### src/rtl/decap_host_sequencer.sv
// Host-side load/command/readback sequencer for the decapsulation core.
// Optional WAIT timeout with sticky err is enabled by defining DECAP_SEQ_TIMEOUT_EN.
module decap_host_sequencer #(
    parameter int unsigned P_WIDTH   = 16,
    parameter int unsigned Q_DEPTH   = 10,
    parameter int unsigned P_WIDTH_K = 8,
    parameter int unsigned Q_DEPTH_K = 11,
    parameter int unsigned R_LEN     = 1024,
    parameter int unsigned K_LEN     = 2047,
    parameter int unsigned INIT_CYC  = 5
`ifdef DECAP_SEQ_TIMEOUT_EN
   ,parameter int unsigned TIMEOUT_CYC = 2**20
`endif
) (
    input  logic                 Clk,
    input  logic                 Reset,
    input  logic                 start,
    input  logic                 in_valid,
    output logic                 in_ready,
    input  logic [P_WIDTH-1:0]   in_data,
    output logic [1:0]           Cmd,
    output logic                 wr_en_r,
    output logic [Q_DEPTH-1:0]   wr_addr_r,
    output logic [P_WIDTH-1:0]   wr_di_r,
    output logic                 wr_en_k,
    output logic [Q_DEPTH_K-1:0] wr_addr_k,
    output logic [P_WIDTH_K-1:0] wr_di_k,
    output logic [2:0]           out_addr,
    input  logic [31:0]          out_r,
    input  logic [31:0]          out_k,
    input  logic                 Valid,
    output logic                 res_valid,
    input  logic                 res_ready,
    output logic [63:0]          res_data,
    output logic                 res_last,
    output logic                 busy,
    output logic                 err
);

    localparam int unsigned W_AK = (Q_DEPTH_K > Q_DEPTH) ? Q_DEPTH_K : Q_DEPTH;
    localparam int unsigned W_IC = $clog2(INIT_CYC + 1);
    localparam int unsigned CW   = (W_AK > W_IC) ? W_AK : W_IC;

    localparam logic [2:0] S_IDLE   = 3'd0;
    localparam logic [2:0] S_INIT   = 3'd1;
    localparam logic [2:0] S_LOAD_R = 3'd2;
    localparam logic [2:0] S_LOAD_K = 3'd3;
    localparam logic [2:0] S_START  = 3'd4;
    localparam logic [2:0] S_WAIT   = 3'd5;
    localparam logic [2:0] S_READ   = 3'd6;

    logic [2:0]           r_state;
    logic [CW-1:0]        r_cnt;
    logic [1:0]           r_cmd;
    logic                 r_wr_en_r;
    logic [Q_DEPTH-1:0]   r_wr_addr_r;
    logic [P_WIDTH-1:0]   r_wr_di_r;
    logic                 r_wr_en_k;
    logic [Q_DEPTH_K-1:0] r_wr_addr_k;
    logic [P_WIDTH_K-1:0] r_wr_di_k;
    logic [2:0]           r_out_addr;
    logic                 r_res_valid;
    logic [63:0]          r_res_data;
    logic                 r_res_last;
    logic                 w_beat;

`ifdef DECAP_SEQ_TIMEOUT_EN
    localparam int unsigned TW = $clog2(TIMEOUT_CYC + 1);
    logic [TW-1:0] r_to_cnt;
    logic          r_err;
`endif

    assign w_beat = in_valid & in_ready;

    always_ff @(posedge Clk or posedge Reset) begin
        if (Reset) begin
            r_state     <= S_IDLE;
            r_cnt       <= '0;
            r_cmd       <= '0;
            r_wr_en_r   <= 1'b0;
            r_wr_addr_r <= '0;
            r_wr_di_r   <= '0;
            r_wr_en_k   <= 1'b0;
            r_wr_addr_k <= '0;
            r_wr_di_k   <= '0;
            r_out_addr  <= '0;
            r_res_valid <= 1'b0;
            r_res_data  <= '0;
            r_res_last  <= 1'b0;
`ifdef DECAP_SEQ_TIMEOUT_EN
            r_to_cnt    <= '0;
            r_err       <= 1'b0;
`endif
        end else begin
            r_wr_en_r <= 1'b0;
            r_wr_en_k <= 1'b0;
            case (r_state)
                S_IDLE: begin
                    if (start) begin
                        r_state <= S_INIT;
                        r_cmd   <= 2'd1;
                        r_cnt   <= '0;
`ifdef DECAP_SEQ_TIMEOUT_EN
                        r_err   <= 1'b0;
`endif
                    end
                end
                S_INIT: begin
                    if (r_cnt == CW'(INIT_CYC - 1)) begin
                        r_cnt   <= '0;
                        r_cmd   <= 2'd0;
                        r_state <= S_LOAD_R;
                    end else begin
                        r_cnt <= r_cnt + 1'b1;
                    end
                end
                S_LOAD_R: begin
                    if (w_beat) begin
                        r_wr_en_r   <= 1'b1;
                        r_wr_addr_r <= r_cnt[Q_DEPTH-1:0];
                        r_wr_di_r   <= in_data;
                        if (r_cnt == CW'(R_LEN - 1)) begin
                            r_cnt   <= '0;
                            r_state <= S_LOAD_K;
                        end else begin
                            r_cnt <= r_cnt + 1'b1;
                        end
                    end
                end
                S_LOAD_K: begin
                    if (w_beat) begin
                        r_wr_en_k   <= 1'b1;
                        r_wr_addr_k <= r_cnt[Q_DEPTH_K-1:0];
                        r_wr_di_k   <= in_data[P_WIDTH_K-1:0];
                        if (r_cnt == CW'(K_LEN - 1)) begin
                            r_cnt   <= '0;
                            r_cmd   <= 2'd2;
                            r_state <= S_START;
                        end else begin
                            r_cnt <= r_cnt + 1'b1;
                        end
                    end
                end
                S_START: begin
                    r_cmd   <= 2'd0;
                    r_state <= S_WAIT;
`ifdef DECAP_SEQ_TIMEOUT_EN
                    r_to_cnt <= '0;
`endif
                end
                S_WAIT: begin
                    if (Valid) begin
                        r_state    <= S_READ;
                        r_out_addr <= '0;
                    end
`ifdef DECAP_SEQ_TIMEOUT_EN
                    else if (r_to_cnt == TW'(TIMEOUT_CYC - 1)) begin
                        r_err   <= 1'b1;
                        r_state <= S_IDLE;
                    end else begin
                        r_to_cnt <= r_to_cnt + 1'b1;
                    end
`endif
                end
                S_READ: begin
                    // res_valid low marks the settle cycle after out_addr changed
                    if (!r_res_valid) begin
                        r_res_data  <= {out_r, out_k};
                        r_res_valid <= 1'b1;
                        r_res_last  <= (r_out_addr == 3'd7);
                    end else if (res_ready) begin
                        r_res_valid <= 1'b0;
                        r_res_last  <= 1'b0;
                        if (r_out_addr == 3'd7) begin
                            r_out_addr <= '0;
                            r_state    <= S_IDLE;
                        end else begin
                            r_out_addr <= r_out_addr + 3'd1;
                        end
                    end
                end
                default: begin
                    r_state <= S_IDLE;
                end
            endcase
        end
    end

    assign in_ready  = (r_state == S_LOAD_R) || (r_state == S_LOAD_K);
    assign busy      = (r_state != S_IDLE);
    assign Cmd       = r_cmd;
    assign wr_en_r   = r_wr_en_r;
    assign wr_addr_r = r_wr_addr_r;
    assign wr_di_r   = r_wr_di_r;
    assign wr_en_k   = r_wr_en_k;
    assign wr_addr_k = r_wr_addr_k;
    assign wr_di_k   = r_wr_di_k;
    assign out_addr  = r_out_addr;
    assign res_valid = r_res_valid;
    assign res_data  = r_res_data;
    assign res_last  = r_res_last;

`ifdef DECAP_SEQ_TIMEOUT_EN
    assign err = r_err;
`else
    assign err = 1'b0;
`endif

endmodule

### config.mk
export PLATFORM = sky130hd
export DESIGN_NAME = decap_host_sequencer
export DESIGN_NICKNAME = d
export VERILOG_FILES = /design/src/rtl/decap_host_sequencer.sv
export SDC_FILE = /design/constraint.sdc
export NUM_CORES = 1
export LEC_CHECK = 0
export BUFFER_PORTS_ARGS = -buffer_cell sky130_fd_sc_hd__clkbuf_2
export CAP_MARGIN = 0
export CORE_MARGIN = 2
export CORE_UTILIZATION = 50
export CTS_CLUSTER_SIZE = 12
export DETAILED_ROUTE_END_ITERATION = 10
export PLACE_DENSITY_LB_ADDON = 0.05
export SETUP_SLACK_MARGIN = 0.2
export SLEW_MARGIN = 20
export SYNTH_ARGS = -nofsm -noshare
export SYNTH_HDL_FRONTEND = slang
export SYNTH_SLANG_ARGS = --single-unit
### constraint.sdc
create_clock -name Clk -period 6.4 [get_ports Clk]
set_clock_uncertainty 0.15 [all_clocks]
set_input_delay 0.64 -clock Clk [delete_from_list [all_inputs] [get_ports Clk]]
set_output_delay 0.64 -clock Clk [all_outputs]
set_load 0.05 [all_outputs]
==> results.cfg, run 1 <==
[pwr]
irDropWorstVdd_mv = 0.346
power.leakage_nw = 3.61
p_per_area_nw_per_um2 = 615
power.total_mw = 4.35

[finish]
syn_to_final_growth_pct = 29.4
final_cell_mix = 205 x clkbuf_2, 132 x dfrtp_1, 106 x mux2_2
final_layout_size_suffix_gt1_share_pct = 59.4
design_area_sq_um = 7080
final_common_cell = clkbuf_2
post-route-util_pct = 65.9
fill_cells = 863
final_nets = 684
fin_cells = 746
antennaDiodeCount = 0

[clock_tree]
tritoncts = done
h-tree-depth = 4
numCtsBuffers = 17
cts_resized = 0
path_clk_slew_ns = 0.06
postCtsSetupBuffers = 0
clock-sinks = 132
clock_latency_ns = 0.51
cts_hold_buf = 0
clockBufferDepth = 2
root_buffer = clkbuf_8

[synthesis]
ys_warn_count = 0
netlist_area_sq_um = 5470
syn_nets = 477
synth_top_area_share_pct = 60.4
ys_seq_area_share_pct = 60.4
ys_ff_latch = 132
netlist_instances = 386
ys_types = 53
synthTopCellsByArea = dfrtp_1 60%, mux2_2 22%, o21ai_0 1.5%
syn_avg_cell_area_sq_um = 14.2
yosysTopAreaCell = dfrtp_1

[floorplanning]
fp.dieW_um = 109
dieArea_sq_um = 11800
core_sq_um = 10700
start_util_pct = 50.9
num_rows = 38
die_y_um = 109
pin_count = 207

[sta]
setup_ws_ns = 3.90
rsz0062_at_grt = false
finalCriticalPeriod_ns = 2.50
finalSetupTns_ns = 0
whs_ns = 0.123
hold_viol = 0
fin_crit_sh_pct = 39.0
fmax_mhz = 400
tightest_slew_ns = 0.830
max_slew_margin_pct = 44.6
setup_viol_count_final = 0
drv_slew = 0

[setup_path]
r2r-end = res_data[15]
critPathArrivalTime_ns = 2.74
path_cells = and2b_1, nand2_1, nor2_4, buf_4, mux2_2
crit_path_start_kind = flip-flop
r2r_cells = 5
r2r_slack_ns = 3.90
reg2reg_from = r_state[1]
critPathMaxStageDelay_ns = 0.64
slowest_stage = buf_4
crit_fanout = 65
cp_top_family = buffers and inverters
path_class = reg -> reg
end_kind = flip-flop
critical_path_required_ns = 6.64
cp.buffers_inverters = 1

[drt]
num_vias = 3828
detail_route.wl_per_cell_um = 15.5
drcViolationCount = 0
postRouteAntennaNets = 0
first_pass_iters = 4
drt_iter0_drc = 155
viasPerCell = 5.13
wl_mm = 11.6

[placed_design]
place_hpwl_mm = 8.47
post_dp_cell_area_sq_um = 6560
numPortBuffers = 205
dpl_worst_slack_ns = 3.93
dp_cells = 714
gp_congestion = 0.792

[global_route]
antenna_found_initial = 0
grt_pass1_vias = 3735
gr-total-overflow = 0
grt_pass1_wl_mm = 18.5
grt_max_degree = 70
grt_usage_pct = 20.6

[status]
status = finished clean

[worst_hold_path]
hold_class = in -> async

[job]
maxCapViolations = 0
routing by layer:
| metal | share of wire, % | up-vias | track usage (%) | wire (um) |
|---|---|---|---|---|
| li1 | - | 1799 | - | - |
| met1 | 41 | 1875 | 26.2 | 4770 |
| met2 | 50 | 138 | 33.5 | 5840 |
| met3 | 6.8 | 16 | 5.98 | 792 |
| met4 | 1.4 | 0 | 7.97 | 167 |
| met5 | 0 | - | 0 | 0 |
registers in the layout, summed over array words and instances (netlist names):
register and flops:
out_addr 3, Cmd 2, res_data 64, wr_addr_k 11, res_valid 1, wr_en_k 1
wr_di_r 16, res_last 1, wr_addr_r 10, wr_di_k 8, r_cnt 11, r_state 3
wr_en_r 1
cells by family (layout without fill, tap and decap cells):
logic type      Yosys count  in the layout  share of synthesized area, %
fa+ha+maj                 5              5                          1.14
mux                     108            108                          22.3
compound gates           43             43                          5.81
buf+inv                  29            249                          3.29
flops                   132            132                          60.4
simple gates             68             68                          7.04
other cells               1              1                        0.0685
cells in the mapped netlist, drive strengths merged:
| cell type | count |
|---|---|
| nor4b | 1 |
| o2bb2ai | 4 |
| a21o | 2 |
| nand4 | 5 |
| nand4b | 1 |
| and3 | 3 |
| o32ai | 1 |
| o311ai | 1 |
| clkbuf | 2 |
| nor4 | 3 |
| dfrtp | 132 |
| ha | 5 |
| o2111ai | 1 |
| buf | 18 |
| and2 | 4 |
| nor2 | 8 |
| o22ai | 2 |
| a41o | 1 |
| a21oi | 4 |
| nor2b | 4 |
| nor3b | 1 |
| o21ai | 17 |
| nor3 | 4 |
| o21a | 1 |
| o31a | 1 |
| conb | 1 |
| and2b | 1 |
| or3 | 1 |
| a2bb2oi | 2 |
| a32o | 1 |
| mux2i | 1 |
| inv | 9 |
| a211oi | 1 |
| nand3 | 5 |
| o311a | 2 |
| o221a | 1 |
| nand2b | 4 |
| nand2 | 22 |
| a31oi | 1 |
| or2 | 1 |
| mux2 | 107 |
where the power goes:
| part | internal, mW | leakage [nW] | switching [mW] | total [mW] |
|---|---|---|---|---|
| clock network | 0.479 | 0.236 | 0.348 | 0.827 |
| registers | 1.16 | 1.69 | 0.197 | 1.36 |
| logic | 0.608 | 1.69 | 1.56 | 2.17 |
cell type report:
type	instances	area, sq um	area share (%)
sequential	132	3300	46.6
multi-input combinational	225	2000	28.3
timing repair buffer	208	1050	14.8
clock buffer	18	428	6.04
tap	140	175	2.47
clock inverter	14	90.1	1.27
inverter	9	36.3	0.512
worst max-delay path by stage:
stage                     startpoint           end  slack (ns)  cells past startpoint
after global placement    r_state[0]    wr_di_k[7]        3.94                      3
final                     r_state[1]  res_data[15]        3.90                      5
after global routing      r_state[1]  res_data[21]        3.74                      5
after floorplan                Reset        Cmd[0]        2.08                      1
after detailed placement  r_state[0]  wr_addr_k[4]        3.93                      3
after CTS                 r_state[0]    wr_di_k[0]        3.89                      3
Power figures use the tool's default switching activity.
==> inputs of run 2 (changes only) <==
Settings changed: CORE_UTILIZATION 50 to 44.
Clock period 6.4 ns to 2 ns, I/O delays scaled along.
==> results.cfg, run 2 (same netlist as run 1, synthesis figures left out) <==
[sta]
tightest_slew_ns = 0.730
fin_crit_sh_pct = 98.6
drv_slew = 0
fmax_mhz = 507
setup_viol_count_final = 0
whs_ns = 0.0414
max_slew_margin_pct = 51.3
rsz0062_at_grt = true
finalCriticalPeriod_ns = 1.97
setup_ws_ns = 0.0285
hold_viol = 0

[finish]
final_common_cell = clkbuf_2
antennaDiodeCount = 0
final_layout_size_suffix_gt1_share_pct = 56.8
post-route-util_pct = 74.8
final_cell_mix = 203 x clkbuf_2, 128 x dfrtp_1, 83 x dlygate4sd3_1
final_nets = 810
syn_to_final_growth_pct = 64.8
largest_reg_flops = 64
fin_cells = 899

[global_route]
grt_pass1_wl_mm = 21.9
grt_usage_pct = 21.7
grt_pass1_vias = 4345
antenna_found_initial = 0
grt_max_degree = 133
gr-total-overflow = 0

[setup_path]
critical_path_required_ns = 2.14
crit_fanout = 4
reg2reg_from = r_cnt[0]
startpoint = r_cnt[0]
crit_path_start_kind = flip-flop
path_class = reg -> reg
critPathArrivalTime_ns = 2.11
end_kind = flip-flop

[placed_design]
numPortBuffers = 205
dp_cells = 757
place_hpwl_mm = 8.06
gp_congestion = 0.820
dpl_worst_slack_ns = 0.0284

[floorplanning]
num_rows = 40
dieArea_sq_um = 13300
start_util_pct = 45.4
core_sq_um = 12100
die_y_um = 116
fp.dieW_um = 116
pin_count = 207

[clock_tree]
root_buffer = clkbuf_16
clock_latency_ns = 0.40
numCtsBuffers = 17
clockBufferDepth = 2
path_clk_slew_ns = 0.05
h-tree-depth = 4
tritoncts = done
clock-sinks = 132

[job]
maxCapViolations = 0

[drt]
num_vias = 4439
postRouteAntennaNets = 0
first_pass_iters = 4
drt_iter0_drc = 273
wl_mm = 15.6
viasPerCell = 4.94
drcViolationCount = 0
detail_route.wl_per_cell_um = 17.3

[worst_hold_path]
worstHoldStart = Valid
hold_class = in -> reg

[pwr]
power.total_mw = 15.9
power.leakage_nw = 4.53
irDropWorstVdd_mv = 1.08
p_per_area_nw_per_um2 = 1770

[status]
status = finished clean
run 2: metrics by stage:
stage	TNS [ns]	cell area [sq um]
global route	-0.132	9020
global placement	0	6780
finish	0	9020
detailed placement	0	6780
CTS	0	8490
floorplan	0	5480
run 2: final timing paths:
| check | endpoint | slack (ns) | cells after the start |
|---|---|---|---|
| worst max-delay path | Cmd[0] | 0.03 | 7 |
| worst max register to register | Cmd[0] | 0.03 | 7 |
| max in group asynchronous | r_state[2] | 0.70 | 4 |
| min in group asynchronous | wr_di_k[3] | 0.36 | 4 |
| worst min-delay path | r_state[0] | 0.04 | 3 |
| worst min register to register | wr_addr_k[7] | 0.34 | 2 |
run 2: metal layers:
| layer | part of all wire [%] | global-route usage, % | routed length, um |
|---|---|---|---|
| met5 | 0 | 0 | 0 |
| met1 | 43 | 26.4 | 6630 |
| met4 | 1.4 | 8.27 | 225 |
| met3 | 5.7 | 6.12 | 893 |
| met2 | 50 | 36.6 | 7820 |
run 2: critical path, stage by stage (launching register included):
cell and delay (ns):
dfrtp_1 0.41, inv_2 0.12, ha_1 0.19, nand4_1 0.10
o31a_1 0.30, nand2_2 0.10, and3_4 0.19, mux2_4 0.29
run 2: layout make-up:
type / instances / area (sq um)
Tap cell: 168 / 210
Multi-Input combinational cell: 225 / 2360
Inverter: 9 / 37.5
Clock buffer: 29 / 571
Clock inverter: 2 / 10.0
Timing Repair Buffer: 334 / 2520
Sequential cell: 132 / 3310
Fill cell: 792 / 3040
run 2: report_power, final:
group / leakage (nW) / switching [mW] / internal [mW]
registers: 1.69 / 0.677 / 3.73
logic: 2.56 / 5.45 / 3.13
clock network: 0.292 / 1.04 / 1.91
total: 4.53 / 7.17 / 8.77
run 2: repair_timing:
item | CTS | global route
pin swaps | 4 | 3
hold endpoints to repair | 222 | 0
gates cloned | 5 | 6
buffers inserted | 13 | 4
gates resized for setup | 19 | 98
hold buffers | 83 | 0
endpoints found under the setup margin | 107 | 109
==> inputs of run 3 (changes only) <==
Settings changed: CORE_UTILIZATION 44 to 49.
Clock period 2 ns to 1.9 ns, I/O delays scaled along.
==> results.cfg, run 3 (same netlist as run 1, synthesis figures left out) <==
[pwr]
p_per_area_nw_per_um2 = 1850
power_frac_clock_pct = 17.2
switching_share_pct = 45.6
pwr-share-seq_pct = 26.3
irDropWorstVdd_mv = 1.31
internal_power_mw = 9.57
power.leakage_nw = 4.78
switching_power_mw = 8.04
power_frac_comb_pct = 56.5

[setup_path]
crit_path_start_kind = flip-flop
end_kind = flip-flop
path_cells = inv_2, ha_1, nand4_1, o31a_1, nand2_2, and3_4, mux2_4
critPathArrivalTime_ns = 2.26
path_class = reg -> reg
slowest_stage = dfrtp_1
r2r_slack_ns = -0.10
critical_path_required_ns = 2.15
crit_fanout = 4
r2r_cells = 7
critPathMaxStageDelay_ns = 0.40

[finish]
seqCellArea_sq_um = 3310
final_common_cell = clkbuf_2
final_nets = 849
final_layout_size_suffix_gt1_share_pct = 61.1
multiInputGateArea_sq_um = 2490
design_area_sq_um = 9510
largest_reg_flops = 64
syn_to_final_growth_pct = 73.8
fill_cells = 499
fin_cells = 912
final_cell_mix = 202 x clkbuf_2, 128 x dfrtp_1, 84 x dlygate4sd3_1

[clock_tree]
path_clk_slew_ns = 0.06
clock_latency_ns = 0.52
h-tree-depth = 4
root_buffer = clkbuf_8
clockBufferDepth = 2
clock-sinks = 132
tritoncts = done
numCtsBuffers = 17

[floorplanning]
pin_count = 207
start_util_pct = 50.3
num_rows = 38
core_sq_um = 10900
die_y_um = 110
fp.dieW_um = 110
dieArea_sq_um = 12000

[sta]
max_slew_margin_pct = 55.2
fmax_mhz = 499
setup_ws_ns = -0.105
rsz0062_at_grt = true
setup_viol_count_final = 51
drv_slew = 0
fin_crit_sh_pct = 106
whs_ns = 0.0409
finalCriticalPeriod_ns = 2.00
tightest_slew_ns = 0.672
finalSetupTns_ns = -1.37
hold_viol = 0

[global_route]
gr-total-overflow = 0
antenna_found_initial = 1
grt_usage_pct = 28.4
grt_pass1_wl_mm = 25.2
met1_usage_pct = 32.3
use_met2_pct = 50.3
grt_busiest_layer = met2
grt_pass1_vias = 4950
met3_usage_pct = 6.82
grt_max_degree = 79

[placed_design]
dpl_worst_slack_ns = -0.0460
numPortBuffers = 205
place_hpwl_mm = 8.94
dp_cells = 747
post_dp_cell_area_sq_um = 7120
gp_congestion = 0.834

[status]
status = complete, but fails checks
violations = negative setup slack

[drt]
drt_iter0_drc = 302
drcViolationCount = 0
postRouteAntennaNets = 0
num_vias = 4737
detail_route.wl_per_cell_um = 18.9
viasPerCell = 5.19
wl_mm = 17.2
first_pass_iters = 4

[worst_hold_path]
worstHoldPathCells = 5
hold_class = in -> reg

[job]
maxCapViolations = 0
## run 3: changes by cell type in the layout (fill, tap and decap cells not counted), sizes merged
cell,before,now
clkinv,2,6
a2bb2oi,2,3
dlygate4sd3,83,84
buf,42,85
diode,0,1
bufinv,0,1
clkinvlp,1,2
clkbuf,238,227
## run 3: stage by stage
stage | total power, mW | util, %
after global routing | 18.3 | 87.3
after global placement | 12.6 | 65.4
after detailed placement | 12.8 | 65.4
final | 17.6 | 87.3
after floorplan | 10.7 | -
after CTS | 17.0 | 85.0
## run 3: worst max-delay path, delay by kind of cell, from the launching register on
family / cells / cell delay, ns
fa+ha+maj: 1 / 0.15
compound gates: 1 / 0.35
mux: 1 / 0.29
simple gates: 3 / 0.42
flops: 1 / 0.40
buf+inv: 1 / 0.13
## run 3: final timing paths
path                              startpoint            to
worst max-delay path                r_cnt[0]        Cmd[0]
worst min-delay path                   start      r_cnt[4]
worst max register to register      r_cnt[0]        Cmd[0]
worst min register to register  wr_addr_k[7]  wr_addr_k[7]
max in group asynchronous              Reset  res_data[62]
min in group asynchronous              Reset  wr_addr_r[7]
## run 3: final cells by class
cell class              count  area share [%]
clock inverters             8           0.790
inverters                   9           0.395
diodes                      1          0.0263
multi-input cells         226            26.2
flip-flops and latches    132            34.8
clock buffers              24            5.05
repair buffers            372            30.9
well taps                 140            1.84
## run 3: layer usage
layer / share of wire (%) / vias up
met2: 53 / 191
met4: 2.5 / 0
met5: 0 / -
li1: - / 2127
met3: 6.0 / 36
met1: 38 / 2383
## run 3: repair_timing
item,CTS,global route
setup buffers,27,12
hold buffers,84,0
cloned,8,1
gates resized for setup,76,36
hold endpoints to repair,226,0
setup endpoints to repair,118,112
pin swaps,9,16
## run 3: power by group through the flow
stage          clock network (mW)  registers [mW]  logic (mW)
2_1_floorplan                   0            8.14        2.61
4_1_cts                      3.06            4.56        9.42
6_report                     3.03            4.64        9.94
3_5_place_dp                    0            4.59        8.19
3_3_place_gp                    0            4.52        8.12
5_1_grt                      3.21            4.76        10.3
